===== src/rtl/game_pkg.sv =====
// Shared constants for the bird game: FSM state codes, datapath widths and
// screen geometry used by both the flow controller and the dead detector.
package game_pkg;

  localparam int HEIGHT_W = 9;
  localparam int VEL_W    = 6;
  localparam int SCORE_W  = 8;

  localparam int SCREEN_H = 480;
  localparam int START_Y  = SCREEN_H / 2;

  localparam logic [1:0] ST_IDLE  = 2'd0;
  localparam logic [1:0] ST_PLAY  = 2'd1;
  localparam logic [1:0] ST_DYING = 2'd2;
  localparam logic [1:0] ST_OVER  = 2'd3;

endpackage


===== src/rtl/rise_detect.sv =====
// Registered rising-edge detector: pulses for the cycle in which d_i is high
// and its value from the previous cycle was low.
module rise_detect (
  input  logic clk,
  input  logic rst_n,
  input  logic d_i,
  output logic rise_o
);

  logic prev_q;

  always_ff @(posedge clk or negedge rst_n) begin
    if (!rst_n) begin
      prev_q <= 1'b0;
    end else begin
      prev_q <= d_i;
    end
  end

  assign rise_o = d_i & ~prev_q;

endmodule


===== src/rtl/game_flow_ctrl.sv =====
// Frame-rate game sequencer: owns bird height/velocity, applies gravity and
// flaps per frame tick, walks IDLE -> PLAY -> DYING -> OVER and keeps score.
module game_flow_ctrl #(
  parameter int HEIGHT_W     = game_pkg::HEIGHT_W,
  parameter int VEL_W        = game_pkg::VEL_W,
  parameter int START_HEIGHT = game_pkg::START_Y,
  parameter int FLAP_VEL     = -6,
  parameter int GRAVITY      = 1,
  parameter int MAX_FALL_VEL = 7,
  parameter int DEAD_HOLD    = 60,
  parameter int SCORE_W      = game_pkg::SCORE_W
) (
  input  logic                clk,
  input  logic                rst_n,
  input  logic                frame_tick_i,
  input  logic                flap_btn_i,
  input  logic                is_dead_i,
  input  logic                pipe_passed_i,
  output logic [HEIGHT_W-1:0] height_o,
  output logic [VEL_W-1:0]    velocity_o,
  output logic [1:0]          state_o,
  output logic [SCORE_W-1:0]  score_o,
  output logic                game_over_o
);

  import game_pkg::*;

  localparam int CNT_W = $clog2(DEAD_HOLD) + 1;
  localparam logic signed [VEL_W-1:0] FLAP_V    = VEL_W'(FLAP_VEL);
  localparam logic signed [VEL_W-1:0] FALL_V    = VEL_W'(MAX_FALL_VEL);
  localparam logic signed [VEL_W:0]   GRAV_X    = (VEL_W+1)'(GRAVITY);
  localparam logic signed [VEL_W:0]   FALL_X    = (VEL_W+1)'(MAX_FALL_VEL);
  localparam logic [HEIGHT_W-1:0]     START_H   = HEIGHT_W'(START_HEIGHT);
  localparam logic [CNT_W-1:0]        HOLD_LAST = CNT_W'(DEAD_HOLD - 1);

  logic [1:0]              state_q, state_d;
  logic [HEIGHT_W-1:0]     height_q, height_d;
  logic signed [VEL_W-1:0] vel_q, vel_d;
  logic [SCORE_W-1:0]      score_q, score_d;
  logic [CNT_W-1:0]        cnt_q, cnt_d;
  logic                    flap_pend_q, flap_pend_d;
  logic                    game_over_q;

  logic                    flap_rise_s;
  logic signed [VEL_W:0]   vel_inc_s;
  logic signed [VEL_W-1:0] v_next_s;
  logic signed [VEL_W-1:0] step_s;
  logic [HEIGHT_W+1:0]     h_sum_s;
  logic [HEIGHT_W-1:0]     h_new_s;
  logic [CNT_W-1:0]        cnt_inc_s;

  // The two extra sum bits carry the sign and the overflow past the screen bottom.
  function automatic logic [HEIGHT_W-1:0] clamp_height(input logic [HEIGHT_W+1:0] s);
    if (s[HEIGHT_W+1]) begin
      return '0;
    end else if (s[HEIGHT_W]) begin
      return '1;
    end else begin
      return s[HEIGHT_W-1:0];
    end
  endfunction

  rise_detect u_flap_rise (
    .clk    (clk),
    .rst_n  (rst_n),
    .d_i    (flap_btn_i),
    .rise_o (flap_rise_s)
  );

  // Candidate physics step; DYING always falls at terminal velocity.
  always_comb begin
    vel_inc_s = {vel_q[VEL_W-1], vel_q} + GRAV_X;
    if (flap_pend_q) begin
      v_next_s = FLAP_V;
    end else if (vel_inc_s > FALL_X) begin
      v_next_s = FALL_V;
    end else begin
      v_next_s = vel_inc_s[VEL_W-1:0];
    end
    step_s  = (state_q == ST_DYING) ? FALL_V : v_next_s;
    h_sum_s = {2'b00, height_q} + {{(HEIGHT_W+2-VEL_W){step_s[VEL_W-1]}}, step_s};
    h_new_s = clamp_height(h_sum_s);
  end

  always_comb begin
    state_d     = state_q;
    height_d    = height_q;
    vel_d       = vel_q;
    score_d     = score_q;
    cnt_d       = cnt_q;
    flap_pend_d = flap_pend_q;
    cnt_inc_s   = cnt_q + CNT_W'(1);
    case (state_q)
      ST_IDLE: begin
        height_d = START_H;
        vel_d    = '0;
        if (flap_rise_s) begin
          state_d     = ST_PLAY;
          score_d     = '0;
          flap_pend_d = 1'b1;
        end else begin
          flap_pend_d = 1'b0;
        end
      end
      ST_PLAY: begin
        if (pipe_passed_i && (score_q != '1)) begin
          score_d = score_q + SCORE_W'(1);
        end else begin
          score_d = score_q;
        end
        // A new edge outranks consumption, so an edge on a tick waits for the next tick.
        if (flap_rise_s) begin
          flap_pend_d = 1'b1;
        end else if (frame_tick_i) begin
          flap_pend_d = 1'b0;
        end else begin
          flap_pend_d = flap_pend_q;
        end
        if (frame_tick_i && is_dead_i) begin
          state_d = ST_DYING;
          cnt_d   = '0;
        end else if (frame_tick_i) begin
          height_d = h_new_s;
          vel_d    = v_next_s;
        end else begin
          height_d = height_q;
        end
      end
      ST_DYING: begin
        flap_pend_d = 1'b0;
        if (frame_tick_i) begin
          height_d = h_new_s;
          cnt_d    = cnt_inc_s;
          if (cnt_inc_s == HOLD_LAST) begin
            state_d = ST_OVER;
          end else begin
            state_d = ST_DYING;
          end
        end else begin
          cnt_d = cnt_q;
        end
      end
      ST_OVER: begin
        flap_pend_d = 1'b0;
        if (flap_rise_s) begin
          state_d  = ST_IDLE;
          height_d = START_H;
          vel_d    = '0;
        end else begin
          state_d = ST_OVER;
        end
      end
      default: begin
        state_d = ST_IDLE;
      end
    endcase
  end

  always_ff @(posedge clk or negedge rst_n) begin
    if (!rst_n) begin
      state_q     <= ST_IDLE;
      height_q    <= START_H;
      vel_q       <= '0;
      score_q     <= '0;
      cnt_q       <= '0;
      flap_pend_q <= 1'b0;
      game_over_q <= 1'b0;
    end else begin
      state_q     <= state_d;
      height_q    <= height_d;
      vel_q       <= vel_d;
      score_q     <= score_d;
      cnt_q       <= cnt_d;
      flap_pend_q <= flap_pend_d;
      game_over_q <= (state_d == ST_OVER);
    end
  end

  assign height_o    = height_q;
  assign velocity_o  = vel_q;
  assign state_o     = state_q;
  assign score_o     = score_q;
  assign game_over_o = game_over_q;

endmodule


===== config.mk =====
export PLATFORM = sky130hd
export DESIGN_NAME = game_flow_ctrl
export DESIGN_NICKNAME = d
export VERILOG_FILES = /design/src/rtl/game_pkg.sv /design/src/rtl/rise_detect.sv /design/src/rtl/game_flow_ctrl.sv
export SDC_FILE = /design/constraint.sdc
export NUM_CORES = 1
export LEC_CHECK = 0
export CORE_ASPECT_RATIO = 1.75
export CORE_UTILIZATION = 35
export DETAILED_ROUTE_END_ITERATION = 6
export HOLD_SLACK_MARGIN = 0.08
export PLACE_DENSITY = 0.61
export RECOVER_POWER = 100
export SLEW_MARGIN = 20
export SYNTH_ARGS = -nofsm -noshare
export SYNTH_HDL_FRONTEND = slang
export SYNTH_SLANG_ARGS = --single-unit

===== constraint.sdc =====
create_clock -name clk -period 8.8 [get_ports clk]
set_input_delay 2.64 -clock clk [delete_from_list [all_inputs] [get_ports clk]]
set_output_delay 2.64 -clock clk [all_outputs]
set_load 0.1 [all_outputs]

======== Word level (Yosys, flattened, before mapping) ========
Cells that the tools add are included.
storage, ports and cells
  flip-flop bits (word level) ............. 35
  input bits .............................. 6
  output and inout port bits .............. 26
  logic and storage cells ................. 69
operators by class
  add/subtract/negate cells ............... 4
  $lt $le $gt $ge ......................... 1
  eq/ne operators ......................... 14
  muxes and demuxes ....................... 29
  bitwise gates (word level) .............. 2
  reductions and logical operators ........ 11
operators with widths
  operator                                                              number
  9-bit 2-to-1 mux                                                      5
  6-bit 2-to-1 mux                                                      6
  9-bit one-hot mux with 4 select lines                                 1
  6-bit one-hot mux with 3 select lines                                 1
  8-bit 2-to-1 mux                                                      2
  8-bit one-hot mux with 2 select lines                                 1
  7-bit 2-to-1 mux                                                      2
  2-bit inequality test, second input constant                          7
  7-bit one-hot mux with 2 select lines                                 1
  10-bit by 6-bit adder with 11-bit output                              1
  8-bit by 1-bit adder with 8-bit output, second input constant         1
  2-bit 2-to-1 mux                                                      4
  8-bit inequality test, second input constant                          1
  2-bit one-hot mux with 4 select lines                                 1
  6-bit by 2-bit adder with 7-bit output, second input constant         1
  7-bit by 1-bit adder with 7-bit output, second input constant         1
  7-bit by 6-bit == test with 1-bit output, second input constant       1
  7-bit by 4-bit > comparator with 1-bit output, second input constant  1
  2-bit == test, second input constant                                  3
  3-bit AND reduction                                                   2
  1-bit 2-to-1 mux                                                      4
  4-bit AND reduction                                                   1
  2-bit nonzero test                                                    2
  3-bit inequality test, second input constant                          1
  other kinds (9)                                                       10

======== Longest topological paths before layout ========
  depth after elaboration ................. 11
  depth in mapped cells ................... 16
  mapped depth without buffers ............ 16

======== By module ========
Synthesis repeated with hierarchy kept, for this count alone.
second synthesis, totals
  cell total of the unflattened synthesis .. 275
  area, all modules ....................... 2428.6 um2
by module, submodules not included
  module          instances  cells an instance  area each (um2)  seq. area each (um2)
  game_flow_ctrl  1          273                2389.8           855.8
  rise_detect     1          2                  38.8             25.0

======== Worst setup path after synthesis ========
Ideal clock, no wire load.
  path kind ............................... reg-to-reg
  start ................................... register vel_q[0] (netlist: velocity_o[0])
  end ..................................... register height_q[6] (netlist: height_o[6])
  library setup time ...................... 97 ps
  arrival ................................. 3935 ps
  required time ........................... 8703 ps
  slack ................................... 4768 ps
  cell stages (with the launch flop) ...... 16
  buffers on the path ..................... 0
  period minus slack after synthesis ...... 4032 ps
  cell sequence ........................... dfrtp_1 > inv_1 > ha_1 > nor3_1 > a21oi_1 > o21bai_1 > a22o_1 > nor3b_1 > nand2_1 > ha_1 > a211oi_1 > o21bai_1 > a21oi_4 > mux2i_4 > nor4_1 > nor4_1
between the ends
  longest elaborated chain between the ends .. 11
RTL lines
  what                                           RTL line                                      source
  from (decl)                                    game_flow_ctrl.sv:38                          logic signed [VEL_W-1:0] vel_q, vel_d;
  from (signal assigned)                         game_flow_ctrl.sv:171                         vel_q <= vel_d;
  6-bit by 2-bit adder with 7-bit output *       game_flow_ctrl.sv:72                          vel_inc_s = {vel_q[VEL_W-1], vel_q} + GRAV_X;
  7-bit by 4-bit > comparator with 1-bit output  game_flow_ctrl.sv:75                          end else if (vel_inc_s > FALL_X) begin
  6-bit 2-to-1 mux *                             game_flow_ctrl.sv:75
  6-bit 2-to-1 mux *                             game_flow_ctrl.sv:73                          if (flap_pend_q) begin
  6-bit 2-to-1 mux *                             game_flow_ctrl.sv:80                          step_s = (state_q == ST_DYING) ? FALL_V : v_next_s;
  10-bit by 6-bit adder with 11-bit output *     game_flow_ctrl.sv:81                          h_sum_s = {2'b00, height_q} + {{(HEIGHT_W+2-VEL_W){step_s[VEL_W-1]}}, step_s};
  9-bit 2-to-1 mux                               game_flow_ctrl.sv:56                          end else if (s[HEIGHT_W]) begin
  9-bit 2-to-1 mux *                             game_flow_ctrl.sv:54                          if (s[HEIGHT_W+1]) begin
  9-bit 2-to-1 mux *                             game_flow_ctrl.sv:122, game_flow_ctrl.sv:131
  9-bit 2-to-1 mux                               game_flow_ctrl.sv:119                         if (frame_tick_i && is_dead_i) begin
  9-bit one-hot mux with 4 select lines *        game_flow_ctrl.sv:93                          case (state_q)
  to (signal assigned)                           game_flow_ctrl.sv:170                         height_q <= height_d;
  to (decl)                                      game_flow_ctrl.sv:37                          logic [HEIGHT_W-1:0] height_q, height_d;
Mark *: on every way between the ends. The rest lies on a longest branch, timed or not. The select of a mux whose other input is x is not followed.
A chain may end at the register's enable or synchronous reset.

======== Worst setup path in the final report ========
  start ................................... register vel_q[5] (netlist: velocity_o[5])
  end ..................................... output velocity_o[5]
RTL lines
  what       RTL line              source
  to (decl)  game_flow_ctrl.sv:20  output logic [VEL_W-1:0] velocity_o,
No word-level cell between the ends.

==> metrics <==
final setup vio count 0; Post-CTS Resized 0; Cell Chain, Critical Path dlygate4sd3_1; # DRC 0; Clk Latency, worst-skew pair 0.29 ns; Hold Vio Cnt, Final 0; Crit Path Category register to output pin; WL per Instance 14.9 µm; final instance area 3030 µm²; Crit. path cell count 1; failing checks max-capacitance violations, max-slew violations; Yosys cell types 53; WP data required 6.16 ns; routability cong. 0.861; Sink Count 35; Max clock buf depth 2; worst reg2reg path depth 14; Tmin final 4.78 ns; syn_nets 305; status finished with violations; first-pass GRT wire length 10100 µm; vias per std cell 5.57; core area 6910 µm²; Buffers & Inverters on Critical Path 1; # IOs 32; Die Ht 114 µm; overall die width 66.1 µm; Area Overhead vs Synth 20.4%; CP Data Arrival Time 2.14 ns; unrepaired setup endpoints after global routing no; Yosys reg bits 35; placed cell areas 2880 µm²; Final Util 43.9%; Max stage delay on crit path 1.26 ns; total power 1160 µW; die area 7550 µm²; yosys warns 0; register area 881 µm²; CTS tree yes; Routed Antenna Nets 0; HPWL Detailed 4380 µm; setup tns final 0 ns; cts hold-fix bufs 0; CP Max Fanout 12; gr usage total 17.6%; Initial DRT Pass Iterations 4; pin count of the biggest net entering global routing 36; Final Max Slew Viols 36; Power Density 382 nW/µm²; Rel. slew slack -32.8%; 1st-iter DRT viols 109; Reg clk slew, reported paths 0.06 ns; Hold Path Depth 2; Diodes inserted 0; fin crit share 54.4%; CTS Buf Count 5; Clock Skews 0.00834 ns; area of the multi-input gates 1540 µm²; Synth Cell Area 2520 µm²; initial core utilization 36.4%; CP delay by family, top buffers and inverters; Clock Tree Root clkbuf_16; Post-Synthesis Cells 283; crit end category output pin; worst vdd ir 0.176 mV; WL final 5910 µm; non-filler cells, final 396; initial antenna violation count 0; maxcap violations 1; nets 333; FP Rows 40; Leak Pwr 0.00134 µW; fillers 696; Max stage delay cell, worst path dlygate4sd3_1; worst slew pin tran 1.99 ns; vias in the first global route 2146; htree depth 2; # port buffers 31; vias post-DR 2204; path type of the worst min-delay path register to register; sequential fraction of the synthesis area 35.0%; # Post-CTS Setup Buffers 0; Synth Area per Inst 8.89 µm²; gr ovfl total 0; fmax 0.209 GHz; Placed Cells 388; nature of the critical path startpoint register; share of cells above drive strength 1 7.37%
-- worst register-to-register path, cell delays in order, from the launching register on --
cell and delay [ns]:
dfrtp_1 0.50, ha_1 0.44, nand2b_1 0.09, o21ai_0 0.15, a21oi_1 0.10, a22o_1 0.28
nor3b_1 0.25, nand2_1 0.14, ha_1 0.31, a211oi_1 0.26, o21bai_1 0.17, a21oi_4 0.29
mux2i_4 0.40, nor4_1 0.10, nor4_1 0.28
-- metal layers --
layer	routed length, µm	track usage [%]
met1	2400	19.3
met2	3170	30.9
met3	152	3.39
met4	191	9.36
met5	0	0
-- synth_stat cells (all sizes together) --
cell | instances | share of area (%)
o211ai | 3 | 1.1
or2 | 1 | 0.25
o21ai | 31 | 6.2
a32o | 1 | 0.40
nor4 | 3 | 0.75
a22o | 7 | 2.4
a311oi | 1 | 0.35
nor2b | 3 | 0.75
nand3 | 13 | 3.3
ha | 15 | 7.5
dfrtp | 31 | 31
nand4 | 4 | 0.99
a21oi | 15 | 3.9
xor2 | 7 | 2.4
o21a | 2 | 0.60
a21o | 5 | 1.5
dfstp | 4 | 4.2
nor3 | 7 | 1.4
inv | 10 | 1.5
o221ai | 1 | 1.0
a211oi | 6 | 1.8
and4b | 1 | 0.40
nor2 | 25 | 3.7
a2111oi | 1 | 0.35
xnor2 | 5 | 1.7
buf | 6 | 1.7
nand2b | 4 | 0.99
fa | 1 | 0.80
nor4b | 1 | 0.35
a32oi | 2 | 0.70
or3 | 4 | 0.99
o31ai | 2 | 0.60
nand4b | 3 | 1.6
nor3b | 2 | 0.60
and2 | 4 | 0.99
a21boi | 2 | 0.60
mux2 | 1 | 0.45
nand2 | 30 | 4.6
o2bb2ai | 2 | 0.70
clkbuf | 5 | 0.75
and3 | 4 | 0.99
a221oi | 1 | 0.35
mux2i | 4 | 2.1
o21bai | 3 | 0.90
-- power by group --
part | total (µW) | internal, µW | switching, µW
combinational | 678 | 205 | 473
clock | 188 | 113 | 75.1
sequential | 291 | 213 | 78.3
total | 1160 | 531 | 627
-- state kept, by name, indices dropped and copies added (netlist names) --
name,count
height_o,9
score_o,8
cnt_q,7
velocity_o,6
state_o,2
flap_pend_q,1
game_over_o,1
u_flap_rise.prev_q,1
-- logic make-up after synthesis --
family	count (synthesis)	synth area share, %
and+or+nand+nor	109	22.7
AOI/OAI and AO/OA	85	23.4
DFF	35	35.0
muxes	5	2.54
adders and majority gates	16	8.25
xor gates and xnor gates	12	4.18
buffers and inverters	21	3.93
-- placed cells by master, fill, tap and decap left out, drive strengths merged, types with 2 or more instances in the layout --
cell and instances:
mux2i 4, dfrtp 31, o31ai 2, a21boi 2, nand3 13, o211ai 3, o21a 2, xnor2 5
a21o 5, a211oi 6, o2bb2ai 2, dfstp 4, nand4 4, and2 4, o21bai 3, nor3 7
dlygate4sd3 29, a22o 7, nand2 30, nor2 25, o21ai 31, xor2 7, nand2b 4, nor4 3
and3 4, ha 15, nor3b 2, clkbuf 7, a21oi 15, nand4b 3, or3 4, inv 10
a32oi 2, nor2b 3, clkdlybuf4s50 2
-- final cells by class --
class | instances | area share, %
inverters | 10 | 1.24
repair buffers | 32 | 10.4
well taps | 84 | 3.47
clock inverters | 2 | 0.537
multi-input cells | 227 | 50.7
flip-flops and latches | 35 | 29.1
clock buffers | 6 | 4.58
-- metrics by stage --
stage	setup WS [ns]	hold slack [ns]
final	4.02	0.521
after global routing	3.79	0.573
after CTS	4.06	0.528
after detailed placement	4.25	0.516
after global placement	4.30	0.508
after floorplan	4.77	0.473
-- path summary, 6_finish.rpt --
check	startpoint	end	slack [ns]
worst max-delay path	velocity_o[5]	velocity_o[5]	4.02
worst min-delay path	height_o[4]	height_o[4]	0.52
worst max register to register	velocity_o[0]	height_o[6]	4.94
worst min register to register	height_o[4]	height_o[4]	0.52
max in group asynchronous	rst_n	height_o[1]	4.20
min in group asynchronous	rst_n	cnt_q[2]	3.44
No activity file was read; power rests on OpenSTA's default activity.
